==> src/rtl/mem_writeback.sv <==
// mem_writeback: retires one execute-stage result bundle.
// Latches the bundle on start and runs the data-memory handshake for loads and
// stores. It then performs the register-file write and the PC update, and
// pulses done. All outputs come straight from flops.
module mem_writeback #(
    parameter int TIMEOUT = 255
) (
    input  logic        clk,
    input  logic        rstn,
    input  logic        start,
    input  logic [31:0] pc,
    input  logic [31:0] result,
    input  logic        mem_write_enabled,
    input  logic        mem_read_enabled,
    input  logic [31:0] mem_write_dest,
    input  logic        reg_write_enabled,
    input  logic [4:0]  reg_write_dest,
    input  logic        is_jump_enabled,
    input  logic [31:0] jump_dest,
    output logic        dmem_req,
    output logic        dmem_we,
    output logic [31:0] dmem_addr,
    output logic [31:0] dmem_wdata,
    input  logic        dmem_ack,
    input  logic [31:0] dmem_rdata,
    output logic        rf_we,
    output logic [4:0]  rf_waddr,
    output logic [31:0] rf_wdata,
    output logic [31:0] next_pc,
    output logic        done,
    output logic        err
);

    localparam logic [7:0] TIMEOUT_C = 8'(TIMEOUT);

    typedef enum logic [1:0] {
        S_IDLE = 2'd0,
        S_MEM  = 2'd1,
        S_WB   = 2'd2
    } state_t;

    state_t      r_state;
    state_t      w_state_next;

    // Latched copy of the execute bundle
    logic [31:0] r_pc;
    logic [31:0] r_result;
    logic        r_is_load;     // load without a store flag: writes memory data
    logic        r_rwe;
    logic [4:0]  r_rd;
    logic        r_jmp;
    logic [31:0] r_jdest;
    logic        r_issued;      // a memory request was issued for this instruction
    logic [7:0]  r_cnt;

    // Registered outputs
    logic        r_dmem_req;
    logic        r_dmem_we;
    logic [31:0] r_dmem_addr;
    logic [31:0] r_dmem_wdata;
    logic        r_rf_we;
    logic [4:0]  r_rf_waddr;
    logic [31:0] r_rf_wdata;
    logic [31:0] r_next_pc;
    logic        r_done;
    logic        r_err;

    // Decode of the incoming bundle
    logic        w_accept;
    logic        w_is_mem;
    logic        w_misaligned;
    logic        w_issue;
    logic        w_start_err;
    logic [7:0]  w_cnt_inc;
    logic        w_timeout;
    logic        w_mem_end;

    // Output-logic results
    logic        w_fire;
    logic        w_req_next;
    logic        w_rf_we_next;
    logic [31:0] w_ldata;
    logic [31:0] w_rf_wdata_next;
    logic [31:0] w_next_pc_next;
    logic        w_err_set;

    assign w_accept     = (r_state == S_IDLE) && start;
    assign w_is_mem     = mem_write_enabled || mem_read_enabled;
    assign w_misaligned = w_is_mem && (mem_write_dest[1:0] != 2'b00);
    assign w_issue      = w_is_mem && !w_misaligned;
    assign w_start_err  = w_misaligned || (mem_write_enabled && mem_read_enabled);
    assign w_cnt_inc    = r_cnt + 8'd1;
    // An ack in the final allowed cycle still wins over the timeout
    assign w_timeout    = (r_state == S_MEM) && !dmem_ack && (w_cnt_inc == TIMEOUT_C);
    assign w_mem_end    = (r_state == S_MEM) && (dmem_ack || w_timeout);

    // State register
    always_ff @(posedge clk or negedge rstn) begin
        if (!rstn) r_state <= S_IDLE;
        else       r_state <= w_state_next;
    end

    // Next-state logic
    always_comb begin
        w_state_next = r_state;
        case (r_state)
            S_IDLE:  if (start) w_state_next = w_issue ? S_MEM : S_WB;
            S_MEM:   if (w_mem_end) w_state_next = S_WB;
            S_WB:    w_state_next = S_IDLE;
            default: w_state_next = S_IDLE;
        endcase
    end

    // Output logic.
    // A memory instruction retires at the ack/timeout edge, so done lands one
    // cycle after the ack. The WB cycle that follows is then the done cycle
    // itself. A non-memory instruction retires at the end of its WB cycle.
    always_comb begin
        w_fire          = ((r_state == S_WB) && !r_issued) || w_mem_end;
        w_req_next      = w_accept ? w_issue : ((r_state == S_MEM) && !w_mem_end && r_dmem_req);
        w_ldata         = ((r_state == S_MEM) && dmem_ack) ? dmem_rdata : 32'h0;
        w_rf_we_next    = w_fire && r_rwe && (r_rd != 5'd0);
        w_rf_wdata_next = r_is_load ? w_ldata : r_result;
        w_next_pc_next  = r_jmp ? r_jdest : (r_pc + 32'd4);
        w_err_set       = (w_accept && w_start_err) || w_timeout;
    end

    // Bundle capture and MEM wait counter
    always_ff @(posedge clk or negedge rstn) begin
        if (!rstn) begin
            r_pc      <= 32'h0;
            r_result  <= 32'h0;
            r_is_load <= 1'b0;
            r_rwe     <= 1'b0;
            r_rd      <= 5'd0;
            r_jmp     <= 1'b0;
            r_jdest   <= 32'h0;
            r_issued  <= 1'b0;
            r_cnt     <= 8'd0;
        end else if (w_accept) begin
            r_pc      <= pc;
            r_result  <= result;
            r_is_load <= mem_read_enabled && !mem_write_enabled;
            r_rwe     <= reg_write_enabled;
            r_rd      <= reg_write_dest;
            r_jmp     <= is_jump_enabled;
            r_jdest   <= jump_dest;
            r_issued  <= w_issue;
            r_cnt     <= 8'd0;
        end else if ((r_state == S_MEM) && !dmem_ack) begin
            r_cnt     <= w_cnt_inc;
        end
    end

    // Output registers; memory controls only change when a request is launched
    always_ff @(posedge clk or negedge rstn) begin
        if (!rstn) begin
            r_dmem_req   <= 1'b0;
            r_dmem_we    <= 1'b0;
            r_dmem_addr  <= 32'h0;
            r_dmem_wdata <= 32'h0;
            r_rf_we      <= 1'b0;
            r_rf_waddr   <= 5'd0;
            r_rf_wdata   <= 32'h0;
            r_next_pc    <= 32'h0;
            r_done       <= 1'b0;
            r_err        <= 1'b0;
        end else begin
            r_dmem_req <= w_req_next;
            r_rf_we    <= w_rf_we_next;
            r_done     <= w_fire;
            if (w_err_set) r_err <= 1'b1;
            if (w_accept && w_issue) begin
                r_dmem_we    <= mem_write_enabled;
                r_dmem_addr  <= {mem_write_dest[31:2], 2'b00};
                r_dmem_wdata <= result;
            end
            if (w_fire) begin
                r_rf_waddr <= r_rd;
                r_rf_wdata <= w_rf_wdata_next;
                r_next_pc  <= w_next_pc_next;
            end
        end
    end

    assign dmem_req   = r_dmem_req;
    assign dmem_we    = r_dmem_we;
    assign dmem_addr  = r_dmem_addr;
    assign dmem_wdata = r_dmem_wdata;
    assign rf_we      = r_rf_we;
    assign rf_waddr   = r_rf_waddr;
    assign rf_wdata   = r_rf_wdata;
    assign next_pc    = r_next_pc;
    assign done       = r_done;
    assign err        = r_err;

endmodule

==> config.mk <==
export PLATFORM = sky130hd
export DESIGN_NAME = mem_writeback
export DESIGN_NICKNAME = d
export VERILOG_FILES = /design/src/rtl/mem_writeback.sv
export SDC_FILE = /design/constraint.sdc
export NUM_CORES = 1
export LEC_CHECK = 0
export CELL_PAD_IN_SITES_DETAIL_PLACEMENT = 2
export CELL_PAD_IN_SITES_GLOBAL_PLACEMENT = 2
export CORE_MARGIN = 2
export CORE_UTILIZATION = 42
export DETAILED_ROUTE_END_ITERATION = 12
export DONT_BUFFER_PORTS = 1
export PLACE_DENSITY_LB_ADDON = 0.1
export SLEW_MARGIN = 10
export SYNTH_ARGS = -nofsm -noshare
export SYNTH_HDL_FRONTEND = slang
export SYNTH_SLANG_ARGS = --single-unit
==> constraint.sdc <==
create_clock -name clk -period 3.21 [get_ports clk]
set_input_delay 0.642 -clock clk [delete_from_list [all_inputs] [get_ports clk]]
set_output_delay 0.642 -clock clk [all_outputs]
set_load 0.05 [all_outputs]
# ---- Word-level counts from Yosys, hierarchy flattened
# Cells that the tools add are included.
dict set report totals {
  ramBits 0
  inputBits 173
  word_cells 68
  romBits 0
  ff_bits 251
  out_inout_bits 138
  latchBits 0
  mem_count 0
}
dict set report op_classes {
  mul 0
  n_div 0
  eq_ne 5
  muxes 10
  reduce_logical 31
  n_lt_le_gt_ge 0
  addsub 2
  n_shift 0
  bitwise_logic 0
}
# operator count
set ops {}
lappend ops {{32-bit two-way mux} 3}
lappend ops {{32-bit by 3-bit adder with 32-bit output (second input constant)} 1}
lappend ops {{1-bit logical AND} 16}
lappend ops {{8-bit two-way mux} 2}
lappend ops {{8-bit by 1-bit adder with 8-bit output (second input constant)} 1}
lappend ops {{8-bit == test (second input constant)} 1}
lappend ops {{2-bit two-way mux} 3}
lappend ops {{1-bit logical NOT} 5}
lappend ops {{1-bit logical OR} 5}
lappend ops {{5-bit nonzero test} 1}
lappend ops {{2-bit != test (second input constant)} 2}
lappend ops {{2-bit case mux with 2 select lines} 1}
lappend ops {{2-bit nonzero test} 2}
lappend ops {{2-bit by 1-bit == test with 1-bit output (second input constant)} 1}
lappend ops {{2-bit == test (second input constant)} 1}
lappend ops {{2-bit logical NOT} 1}
lappend ops {{2-bit AND reduction} 1}
lappend ops {{1-bit two-way mux} 1}

# ---- Longest topological paths before layout
# Gate-level depths: netlist of the first run.
dict set report logic_depth {
  depth_word 9
  mapped_depth 8
  ltp_nobuf 6
}

# ---- Least setup slack after synthesis of the first run
# Ideal clock, no wire load.
dict set report synth_timing {
  kind {in2reg}
  start {in dmem_ack}
  end {reg r_rf_waddr[0], in the netlist rf_waddr[0]}
  slack_ns 0.980
  path_stages 6
  setup_ns 0.125
  t_arrival_ns 2.105
  cell_sequence {nor3b_2 nand4_1 a211o_1 o21ai_4 buf_4 mux2_2}
}
dict set report synth_between {
  elab_chain_cells 6
}
# item line_no
set synth_rtl {}
lappend synth_rtl {{start: declaration} 24} ;# input logic dmem_ack,
lappend synth_rtl {{1-bit logical NOT} 94} ;# assign w_timeout = (r_state == S_MEM) && !dmem_ack && (w_cnt_inc == TIMEOUT_C);
lappend synth_rtl {{1-bit logical AND (2 in a row)} 94}
lappend synth_rtl {{1-bit logical OR *} 95} ;# assign w_mem_end = (r_state == S_MEM) && (dmem_ack || w_timeout);
lappend synth_rtl {{1-bit logical AND *} 95}
lappend synth_rtl {{1-bit logical OR *} 119} ;# w_fire = ((r_state == S_WB) && !r_issued) || w_mem_end;
lappend synth_rtl {{via w_fire} 79} ;# logic w_fire;
lappend synth_rtl {{end signal: assignment} 179} ;# r_rf_waddr <= r_rd;
lappend synth_rtl {{end: declaration} 62} ;# logic [4:0] r_rf_waddr;
# The timed path passes the listed nets; every way through them passes the cells marked *.
# A chain may end at the register's enable or synchronous reset.

# ---- Worst setup path after layout of the first run
dict set report layout_timing {
  start {reg r_cnt[1]}
  end {reg r_rf_waddr[1], in the netlist rf_waddr[1]}
}
dict set report layout_between {
  elab_chain_cells 6
}
# item line_no
set layout_rtl {}
lappend layout_rtl {{start: declaration} 54} ;# logic [7:0] r_cnt;
lappend layout_rtl {{start signal: assignment} 151} ;# r_cnt <= w_cnt_inc;
lappend layout_rtl {{8-bit by 1-bit adder with 8-bit output} 92} ;# assign w_cnt_inc = r_cnt + 8'd1;
lappend layout_rtl {{8-bit == test} 94}
lappend layout_rtl {{1-bit logical AND} 94}
lappend layout_rtl {{1-bit logical OR} 95}
lappend layout_rtl {{1-bit logical AND} 95}
lappend layout_rtl {{1-bit logical OR} 119}
# Every way passes these cells.

==> impl_metrics.env, run 1 <==
export IMPL_status="finished, violations left"
export IMPL_failed_checks="negative hold slack"
export IMPL_die_area_mm2=0.0273
export IMPL_seqPwrFrac_pct=59.8
export IMPL_vias=7678
export IMPL_tritoncts="built"
export IMPL_mostFrequentLayoutCell="nand2_1"
export IMPL_maxSlewHeadroom_pct=39.7
export IMPL_pwr_share_clk_pct=26.4
export IMPL_grt_max_degree=252
export IMPL_endpoint_kind="register"
export IMPL_hold_path_class="input pin to asynchronous set/reset pin"
export IMPL_tightest_slew_ns=0.897
export IMPL_grt_pass1_wl_mm=49.1
export IMPL_synth_seq_area_share_pct=57.6
export IMPL_synthMuxAreaShare_pct=13.8
export IMPL_clockBufferDepth=3
export IMPL_clkSinkCount=251
export IMPL_path_cells="ha_1, nand3_1, xor2_1, a211o_1, o21ai_4, buf_12, mux2_2"
export IMPL_final_cell_count_no_fill=1363
export IMPL_synth_top_family_by_area="simple AND/OR/NAND/NOR gates"
export IMPL_peakVddDrop_uv=628
export IMPL_yosys_top_cells_area="dfrtp_1 (58%), mux2_2 (13%), nand2_1 (12%)"
export IMPL_ys_types=54
export IMPL_place_ws_ns=0.857
export IMPL_place_inst=1309
export IMPL_pwr_share_comb_pct=13.8
export IMPL_coreArea_mm2=0.0253
export IMPL_track_usage_pct=23.1
export IMPL_period_minus_slack_ns=2.34
export IMPL_synth_compound_area_share_pct=7.07
export IMPL_grt_overflow_total=0
export IMPL_synth_xor_area_share_pct=1.29
export IMPL_drc=0
export IMPL_synth_area_mm2=0.0109
export IMPL_viasPerCell=5.63
export IMPL_synthSimpleGateAreaFrac_pct=16.9
export IMPL_cpPeakStageDelay_ns=0.42
export IMPL_finalSetupViolations=0
export IMPL_antenna_found_initial=1
export IMPL_critPathMaxFanout=36
export IMPL_grt_pass1_vias=8548
export IMPL_fp_dieH_um=165
export IMPL_hold_viol_final=251
export IMPL_cell_internal_pwr_mw=6.98
export IMPL_synth_edf_count=0
export IMPL_fp_dieW_um=165
export IMPL_worstPathRequired_ns=3.63
export IMPL_finalCritPeriodShare_pct=72.7
export IMPL_max_cap_violations=0
export IMPL_setup_worst_path_class="register to register"
export IMPL_grt_setup_unrepaired="false"
export IMPL_drtPass1Iterations=4
export IMPL_setup_worst_path_start="r_cnt[1]$_DFFE_PN0P_"
export IMPL_async_flop_share_pct=100
export IMPL_clkTransAtPathRegs_ns=0.06
export IMPL_ios=311
export IMPL_layout_setup_ws_ns=0.875
export IMPL_tns_ns=0
export IMPL_cts_setup_buffers=0
export IMPL_ys_seq_elements=251
export IMPL_syn_area_per_cell_um2=10.6
export IMPL_swShare_pct=43.8
export IMPL_dpl_hpwl_mm=21.0
export IMPL_crit_slowest_cell="dfrtp_1"
export IMPL_timing_hold_ws_ns=-0.202
export IMPL_reg2reg_from="r_cnt[1]$_DFFE_PN0P_"
export IMPL_p_per_area_mw_per_mm2=1020
export IMPL_fin_worst_skew_ns=0.0162
export IMPL_slew_viol_final=0
export IMPL_num_rows=58
export IMPL_gp_congestion=0.751
export IMPL_start_kind="register"
export IMPL_dominantRegCellSynth="dfrtp_1"
export IMPL_synth_top_cell_area_share_pct=57.6
export IMPL_ant_nets=0
export IMPL_htreeDepth=1
export IMPL_synthToLayoutAreaGrowth_pct=11.6
export IMPL_drt_iter0_drc=317
export IMPL_switching_power_mw=5.45
export IMPL_drive_gt1_share_pct=18.8
export IMPL_io_buffers=0
export IMPL_fin_nets=1185
export IMPL_clock_latency_ns=0.55
export IMPL_initial_core_util_pct=43.0
export IMPL_mostFrequentLayoutCells="nand2_1 (337), dfrtp_1 (251), mux2_2 (126)"
export IMPL_ctsResizeCount=0
export IMPL_synthAdderAreaFrac_pct=0.344
export IMPL_fmax_mhz=428
export IMPL_routed_wl_mm=31.6
export IMPL_yosys_area_top_type="dfrtp_1"
export IMPL_clockRootBuffer="clkbuf_16"
export IMPL_wl_per_cell_um=23.2
export IMPL_synthCells=1025
export IMPL_leakage_nw=5.58
export IMPL_cts_made_buffers=28
export IMPL_yosysWarnings=0
export IMPL_arrival_ns=2.75
stage by stage:
step / total power [mW] / cell area, µm² / utilization [%]
global placement: 9.07 / 11200 / 44.3
global route: 13.0 / 12200 / 48.0
floorplan: 8.53 / 10900 / -
finish: 12.4 / 12200 / 48.0
CTS: 12.6 / 12200 / 48.0
detailed placement: 9.22 / 11200 / 44.3
flip-flops by register name, summed over array words and instances, names as in the netlist, 2 cells and up:
register and cells:
r_rd 5, dmem_addr 30, rf_waddr 5, r_cnt 8
next_pc 32, dmem_wdata 32, rf_wdata 32, r_pc 32
r_result 32, r_jdest 32, r_state 2
area by class of cell:
cell class | instances | area, µm²
well taps | 330 | 413
repair buffers | 13 | 148
diodes | 2 | 5.00
multi-input cells | 702 | 4330
inverters | 13 | 48.8
clock inverters | 10 | 125
fillers | 2613 | 13200
clock buffers | 42 | 815
flip-flops and latches | 251 | 6280
metal layers:
| metal | GRT usage (%) | routed length (µm) |
|---|---|---|
| met5 | 0 | 0 |
| met2 | 40.9 | 16100 |
| met4 | 6.60 | 792 |
| met1 | 26.7 | 11900 |
| met3 | 7.54 | 2690 |
Yosys cell counts, types with 2 or more instances:
library cell  number
a211o_1            2
a211oi_1           2
a21oi_1            6
a221o_1            2
a22o_1            32
a22oi_1            2
a311o_1            3
a31oi_1            4
a41oi_1            2
and2_1             4
and3_1             2
and4_1             7
buf_1              4
buf_2              4
buf_4              9
clkbuf_1          42
dfrtp_1          251
ha_1               3
inv_1             13
mux2_1             5
mux2_2           126
mux2i_1            3
nand2_1          338
nand3_1           19
nand4_1           14
nor2_1            24
nor2b_1            2
nor3_1            10
nor4_1             3
o21ai_0           38
o311a_1            2
o31ai_1            2
or2_2              4
or3_1              7
xnor2_1            8
xor2_1             8
worst max-delay path: cells and delay by family, from the launching register on:
family,cells,cell delay [ns]
AOI/OAI and AO/OA,2,0.53
DFF,1,0.42
muxes,1,0.37
buffers and inverters,1,0.25
adders and majority gates,1,0.24
xor gates and xnor gates,1,0.18
and+or+nand+nor,1,0.17
path summary, 6_finish.rpt:
path / end / slack [ns] / cells after the start
hold / removal: r_jdest[12]$_DFFE_PN0P_ / -0.20 / 0
hold reg to reg: r_jdest[11]$_DFFE_PN0P_ / 0.47 / 2
setup / recovery: rf_waddr[1]$_DFFE_PN0P_ / 0.87 / 7
max in group asynchronous: r_state[0]$_DFFE_PN0P_ / 2.98 / 0
min in group clk: r_result[9]$_DFFE_PN0P_ / 0.20 / 2
setup reg to reg: rf_waddr[1]$_DFFE_PN0P_ / 0.87 / 7
cell families (layout without fill, tap and decap cells):
group,count (synthesis),in the layout
AO/OA/AOI/OAI,107,107
multiplexers,134,134
AND/OR/NAND/NOR,440,440
buffers and inverters,73,78
XOR/XNOR,16,16
flip-flops,251,251
other,1,4
adder cells (fa/ha/maj),3,3
power groups by stage:
stage / logic (mW) / clock network [mW] / registers [mW]
after global routing: 1.93 / 3.48 / 7.58
after CTS: 1.75 / 3.37 / 7.46
after global placement: 1.61 / 0 / 7.46
after floorplan: 1.43 / 0 / 7.10
after detailed placement: 1.73 / 0 / 7.50
final: 1.71 / 3.28 / 7.44
Power figures use the tool's default switching activity.
==> run 2, diff against run 1 <==
Settings changed: CORE_UTILIZATION 42 to 39.
Clock period 3.21 ns to 2.3 ns, I/O delays scaled along.
==> impl_metrics.env, run 2 (synthesized netlist as in run 1, its figures left out) <==
export IMPL_arrival_ns=2.67
export IMPL_vias=7868
export IMPL_multi_input_area_mm2=0.00434
export IMPL_dpl_hpwl_mm=21.2
export IMPL_leakage_nw=5.87
export IMPL_clock_latency_ns=0.56
export IMPL_slew_viol_final=0
export IMPL_grt_overflow_total=0
export IMPL_htreeDepth=1
export IMPL_clkTransAtPathRegs_ns=0.06
export IMPL_peakVddDrop_uv=848
export IMPL_worstPathRequired_ns=2.73
export IMPL_status="finished, violations left"
export IMPL_setup_worst_path_class="register to register"
export IMPL_mostFrequentLayoutCells="nand2_1 (337), dfrtp_1 (249), mux2_2 (126)"
export IMPL_antenna_found_initial=0
export IMPL_period_minus_slack_ns=2.24
export IMPL_initial_core_util_pct=39.4
export IMPL_clockRootBuffer="clkbuf_16"
export IMPL_fp_dieH_um=171
export IMPL_num_rows=61
export IMPL_cts_made_buffers=28
export IMPL_maxSlewHeadroom_pct=25.7
export IMPL_path_cells="nand3_1, or3_1, a211o_1, o21ai_4, buf_12, clkbuf_16, mux2_2"
export IMPL_mostFrequentLayoutCell="nand2_1"
export IMPL_viasPerCell=5.37
export IMPL_endpoint_kind="register"
export IMPL_drc=0
export IMPL_fmax_mhz=446
export IMPL_rrSetupSlack_ns=0.06
export IMPL_drt_iter0_drc=321
export IMPL_fill_cells=2839
export IMPL_clkSinkCount=251
export IMPL_track_usage_pct=21.8
export IMPL_hold_buffers=38
export IMPL_grt_pass1_wl_mm=49.9
export IMPL_timing_hold_ws_ns=-0.384
export IMPL_fin_area_mm2=0.0129
export IMPL_regArea_mm2=0.00628
export IMPL_worst_path_buf_inv=2
export IMPL_crit_slowest_cell="dfrtp_2"
export IMPL_gp_congestion=0.746
export IMPL_ios=311
export IMPL_drive_gt1_share_pct=20.2
export IMPL_die_area_mm2=0.0293
export IMPL_finalCritPeriodShare_pct=97.4
export IMPL_tightest_slew_ns=1.11
export IMPL_placed_area_mm2=0.0114
export IMPL_antenna_cells=0
export IMPL_io_buffers=0
export IMPL_wl_per_cell_um=22.3
export IMPL_hold_path_class="input pin to asynchronous set/reset pin"
export IMPL_clockBufferDepth=3
export IMPL_tritoncts="built"
export IMPL_fin_worst_skew_ns=0.0213
export IMPL_failed_checks="negative hold slack"
export IMPL_routed_wl_mm=32.6
export IMPL_hold_viol_final=251
export IMPL_p_total_mw=17.6
export IMPL_fin_nets=1242
export IMPL_synthToLayoutAreaGrowth_pct=18.0
export IMPL_crit_family="compound AO/OA/AOI/OAI gates"
export IMPL_critPathMaxFanout=16
export IMPL_finalSetupViolations=0
export IMPL_max_cap_violations=0
export IMPL_ant_nets=0
export IMPL_grt_max_degree=252
export IMPL_final_util_pct=46.5
export IMPL_grt_pass1_vias=8714
export IMPL_start_kind="register"
export IMPL_coreArea_mm2=0.0276
export IMPL_fp_dieW_um=171
export IMPL_drtPass1Iterations=4
export IMPL_cpPeakStageDelay_ns=0.42
export IMPL_p_per_area_mw_per_mm2=1370
[run 2: power by group]
part,switching [mW],internal (mW),total [mW]
Sequential,4.62,5.70,10.3
Combinational,1.18,1.39,2.58
Clock,1.84,2.85,4.69
Total,7.64,9.95,17.6
[run 2: layer usage]
metal / global-route usage (%) / vias up / wire length [µm]
li1: - / 3539 / -
met1: 26.2 / 4071 / 12700
met5: 0 / - / 0
met3: 6.49 / 42 / 2500
met2: 38.6 / 216 / 16700
met4: 5.01 / 0 / 682
[run 2: worst reg2reg max path, stage by stage, from the launching register on]
cell	delay (ns)
dfrtp_2	0.42
nand3_1	0.11
or3_1	0.36
a211o_1	0.32
o21ai_4	0.18
buf_12	0.15
clkbuf_16	0.21
mux2_2	0.36
[run 2: timing repair]
| action | CTS | global route |
|---|---|---|
| setup endpoints to repair | 0 | 66 |
| gates resized for setup | 0 | 4 |
| hold endpoints to repair | 289 | 251 |
| setup buffers | 0 | 3 |
[run 2: path summary, 6_finish.rpt]
path                                           from                        to  cells past startpoint
max in group asynchronous                      rstn      r_pc[13]$_DFFE_PN0P_                      0
max reg2reg                    r_cnt[1]$_DFFE_PN0P_   next_pc[13]$_DFFE_PN0P_                      7
max                            r_cnt[1]$_DFFE_PN0P_   next_pc[13]$_DFFE_PN0P_                      7
min reg2reg                r_result[25]$_DFFE_PN0P_  r_result[25]$_DFFE_PN0P_                      2
min in group clk                         result[13]  r_result[13]$_DFFE_PN0P_                      2
min                                            rstn    r_jdest[1]$_DFFE_PN0P_                      0
[run 2: area by class of cell]
| class | instances | share of cell area (%) |
|---|---|---|
| multi-input combinational | 702 | 33.7 |
| clock buffer | 41 | 6.53 |
| clock inverter | 9 | 1.02 |
| tap | 378 | 3.68 |
| sequential | 251 | 48.9 |
| inverter | 13 | 0.380 |
| timing repair buffer | 70 | 5.78 |
[run 2: stage by stage]
step	setup slack (ns)	hold slack (ns)	setup TNS, ns	std cells
after floorplan	0.216	0.164	0	1026
after global routing	-0.00766	-0.407	-0.0318	1464
after CTS	0.0109	-0.417	0	1459
after detailed placement	0.0232	0.173	0	1371
after global placement	0.107	0.172	0	1371
final	0.0592	-0.384	0	1464
==> patch 1: new RTL, settings of run 2 <==
Re-encode `state_t` (3 states) as one-hot, 3 bits wide.
--- a/src/rtl/mem_writeback.sv
+++ b/src/rtl/mem_writeback.sv
@@ -34,8 +34,8 @@
     localparam logic [7:0] TIMEOUT_C = 8'(TIMEOUT);
 
-    typedef enum logic [1:0] {
-        S_IDLE = 2'd0,
-        S_MEM  = 2'd1,
-        S_WB   = 2'd2
+    typedef enum logic [2:0] {
+        S_IDLE = 3'b001,
+        S_MEM  = 3'b010,
+        S_WB   = 3'b100
     } state_t;
 
Behaviour: no difference found for any inputs over 4 cycles, from zero or initial values and one cycle with rstn low; so few cycles prove little.
==> patch 1 against run 2 <==
The flow finishes with violations (hold timing, setup timing); cell area down 0.83%; sequential cell count is 1 higher; worst setup slack got worse by 120 ps; synthesized area grew 0.37%; die area is 0.36% higher; total power up 5.7%; global-route usage up 0.26 points; synthesized cell count grew 5.0%; wire length increased by 1.3%; non-clock buffer count is 17 lower; critical path type unchanged; critical endpoint is now rf_wdata[15]$_DFFE_PN0P_; largest cell class unchanged.
==> patch 1: results <==
route:
  wirelength_um: 33000
  wl_met1_um: 13800
  viasPerCell: 5.43
  route.met2.wl_um: 16000
  drt_iter0_markers: 371
  wl_met3_um: 2600
grt:
  gr-usage-met2_pct: 37.8
  gr-usage-met3_pct: 6.60
  grt_pass1_wl_um: 50900
  grt_util_met1_pct: 27.5
  track_usage_pct: 22.1
final_layout:
  multi_input_area_um2: 4400
  multi_input_cells: 746
  buffer_area_share_pct: 4.40
  clock_buffers: 40
  inverters: 9
  area_delta_synth_final_pct: 16.6
  stdcell_count: 1489
  fillCellCount: 2899
  stdcell_area_um2: 12800
  antenna_cells: 1
  fin_nets: 1267
  drive_gt1_share_pct: 17.0
  buffers: 53
  seq_share_pct: 49.5
power:
  pwr-share-comb_pct: 16.2
  internal_power_w: 0.0104
  leakage_nw: 5.88
  ir_drop_v: 0.000890
sta:
  setup_ws_ps: -57.7
  setup_violations: 21
  worst_pin_slew_ps: 833
  hold_viol_final: 251
  hold_ws_ps: -389
yosys:
  synth.area.top_cells: "dfrtp_1 57%, nand2_1 13%, mux2_2 8.4%"
  synth-compound-area-share_pct: 9.68
  postSynthAreaPerCell_um2: 10.2
  synthAdderAreaFrac_pct: 0.435
  synth-seq-area-share_pct: 57.7
  yosysUniqueCellTypes: 53
  netlist_top_cells_count: "365 x nand2_1, 251 x dfrtp_1, 82 x mux2_2, 53 x clkbuf_1, 50 x o21ai_0"
  muxShareOfSynthArea_pct: 8.72
worst_setup_path:
  crit_path_end: "rf_wdata[15]$_DFFE_PN0P_"
  critical-path-slowest-cell: "a2111o_2"
  crit_fanout: 14
outcome:
  failed_checks: "hold timing, setup timing"
  status: "complete, but fails checks"
cts:
  cts_resized: 18
  postCtsHoldBufs: 10
  clock-sinks: 252
  post_cts_buffers: 2
placed_design:
  gp_congestion: 0.807
  dp_hpwl_um: 20900
  dpl_worst_slack_ps: -81.5
  place_area_um2: 11500
## patch 1: cell count changes after synthesis, moves of 10 or more
cell | run 2 | this run
mux2_2 | 126 | 82
a21oi_1 | 6 | 38
a22o_1 | 32 | 1
a221o_1 | 2 | 32
nand2_1 | 338 | 365
nor2_1 | 24 | 8
nand2b_1 | 1 | 13
o21ai_0 | 38 | 50
o31ai_1 | 2 | 14
clkbuf_1 | 42 | 53
nand3_1 | 19 | 29
## patch 1: cell families after synthesis
family | count (synthesis)
and+or+nand+nor | 483
other | 1
DFF | 252
AOI/OAI and AO/OA | 157
adders and majority gates | 4
buffers and inverters | 79
xor gates and xnor gates | 15
muxes | 85
## patch 1: stage by stage
stage               total power (W)  TNS [ps]
floorplan                    0.0127      -834
CTS                          0.0188      -583
global route                 0.0196     -3280
detailed placement           0.0139     -2740
finish                       0.0186      -515
global placement             0.0137         0
==> patch 2: new RTL, settings of run 2 <==
Without the edit above. `TIMEOUT`: 255 -> 191.
--- a/src/rtl/mem_writeback.sv
+++ b/src/rtl/mem_writeback.sv
@@ -4,5 +4,5 @@
 // pulses done. All outputs come straight from flops.
 module mem_writeback #(
-    parameter int TIMEOUT = 255
+    parameter int TIMEOUT = 191
 ) (
     input  logic        clk,
Behaviour: same outputs for any inputs over 4 cycles, from zero or initial values and one cycle with rstn low; that may be too few to reach the edited logic, so the function may still have changed.
==> patch 2 against run 2 <==
The run still ends with hold timing left; sequential cell count unchanged; worst setup slack worse by 50 ps; combinational power up 25%; total power up 3.5%; fmax down 2.2%; clock skew down 10 ps; sequential share of layout area down 2.7 points; core utilization up 1.1 points; worst hold slack worse by 22 ps; cell area up 5.8%; wire length up 2.2%; synthesized area up 3.3%; clock power down 1%; non-clock buffer count up 43; highest routed layer unchanged.
==> patch 2: results <==
cts:
  numCtsBuffers: 29
  clkTransAtPathRegs_ps: 70
  cts_root_buffer: "clkbuf_16"
  cts_resized: 7
  htree_num_levels: 1
  postCtsHoldBufs: 48
  post_cts_buffers: 5
power:
  pg_seq_w: 0.0104
  leakage_nw: 6.19
  power_w: 0.0182
  pwr-share-comb_pct: 17.7
  internal_power_w: 0.0102
  ir_drop_v: 0.000738
placed_design:
  dpl_worst_slack_ps: -20.1
  dp_cells: 1435
  port_buffers: 0
  place_area_um2: 12000
  gp_congestion: 0.750
  dp_hpwl_um: 22100
route:
  drt_iter0_markers: 335
  wl_met3_um: 2040
  route.met2.wl_um: 16500
  wl_met1_um: 14100
  viasPerCell: 5.23
  first_pass_iters: 5
  wirelength_um: 33300
outcome:
  status: "complete, but fails checks"
  failed_checks: "hold timing"
grt:
  antenna_found_initial: 1
  track_usage_pct: 21.5
  gr-usage-met2_pct: 37.5
  grt_pass1_wl_um: 52000
  grt_util_met1_pct: 27.2
  grt_max_degree: 252
  grt_pass1_vias: 9065
  gr-usage-met3_pct: 4.91
yosys:
  synthXorXnorAreaFrac_pct: 1.24
  netlist_top_cells_count: "303 x nand2_1, 251 x dfrtp_1, 100 x o21ai_0, 66 x mux2_2, 64 x mux2_4"
  yosysUniqueCellTypes: 53
  synthCells: 1057
  muxShareOfSynthArea_pct: 15.5
  synth.area.top_cells: "dfrtp_1 56%, nand2_1 10%, mux2_4 8.5%"
  synth-compound-area-share_pct: 7.67
  synthAdderAreaFrac_pct: 0.333
  synth-seq-area-share_pct: 55.8
sta:
  finalClockSkew_ps: 10.9
  worst_pin_slew_ps: 805
  hold_viol_final: 251
  hold_ws_ps: -407
final_layout:
  stdcell_count: 1551
  drive_gt1_share_pct: 23.1
  fin_nets: 1319
worst_setup_path:
  slowest_delay_ps: 380
  critPathArrivalTime_ps: 2730
  crit_fanout: 7
  critical-path-slowest-cell: "o31ai_4"
hold_path:
  hold_path.class: "in2async"
## patch 2: cell count changes in the layout (fill, tap and decap cells not counted), sizes merged, moves of 7 or more
cell / before / now
o21ai: 39 / 100
nand2: 338 / 303
buf: 30 / 63
inv: 13 / 46
a22o: 32 / 1
dlygate4sd3: 38 / 48
nand3: 19 / 10
o211ai: 1 / 8
## patch 2: final timing paths
| kind | startpoint | end | slack [ps] | cells after the start |
|---|---|---|---|---|
| max | r_cnt[0]$_DFFE_PN0P_ | next_pc[11]$_DFFE_PN0P_ | 9 | 8 |
| min | rstn | r_pc[22]$_DFFE_PN0P_ | -410 | 0 |
| max reg2reg | r_cnt[0]$_DFFE_PN0P_ | next_pc[11]$_DFFE_PN0P_ | 9 | 8 |
| min reg2reg | r_pc[0]$_DFFE_PN0P_ | r_pc[0]$_DFFE_PN0P_ | 480 | 2 |
| max in group asynchronous | rstn | r_jmp$_DFFE_PN0P_ | 2160 | 0 |
| min in group clk | pc[1] | r_pc[1]$_DFFE_PN0P_ | 30 | 2 |
## patch 2: cell type report
| class | count | area [um2] |
|---|---|---|
| fill | 2962 | 14900 |
| inverter | 44 | 165 |
| tap | 384 | 480 |
| sequential | 251 | 6280 |
| antenna | 1 | 2.50 |
| clock buffer | 37 | 826 |
| clock inverter | 17 | 148 |
| timing repair buffer | 113 | 1130 |
| multi-input combinational | 704 | 4570 |
## patch 2: cells by family (layout without fill, tap and decap cells)
| family | Yosys count | count (layout) |
|---|---|---|
| multiplexers | 134 | 134 |
| XOR/XNOR | 16 | 16 |
| AND/OR/NAND/NOR | 401 | 401 |
| AO/OA/AOI/OAI | 148 | 148 |
| buffers and inverters | 103 | 211 |
| flip-flops | 251 | 251 |
| adder cells (fa/ha/maj) | 3 | 3 |
| other | 1 | 3 |
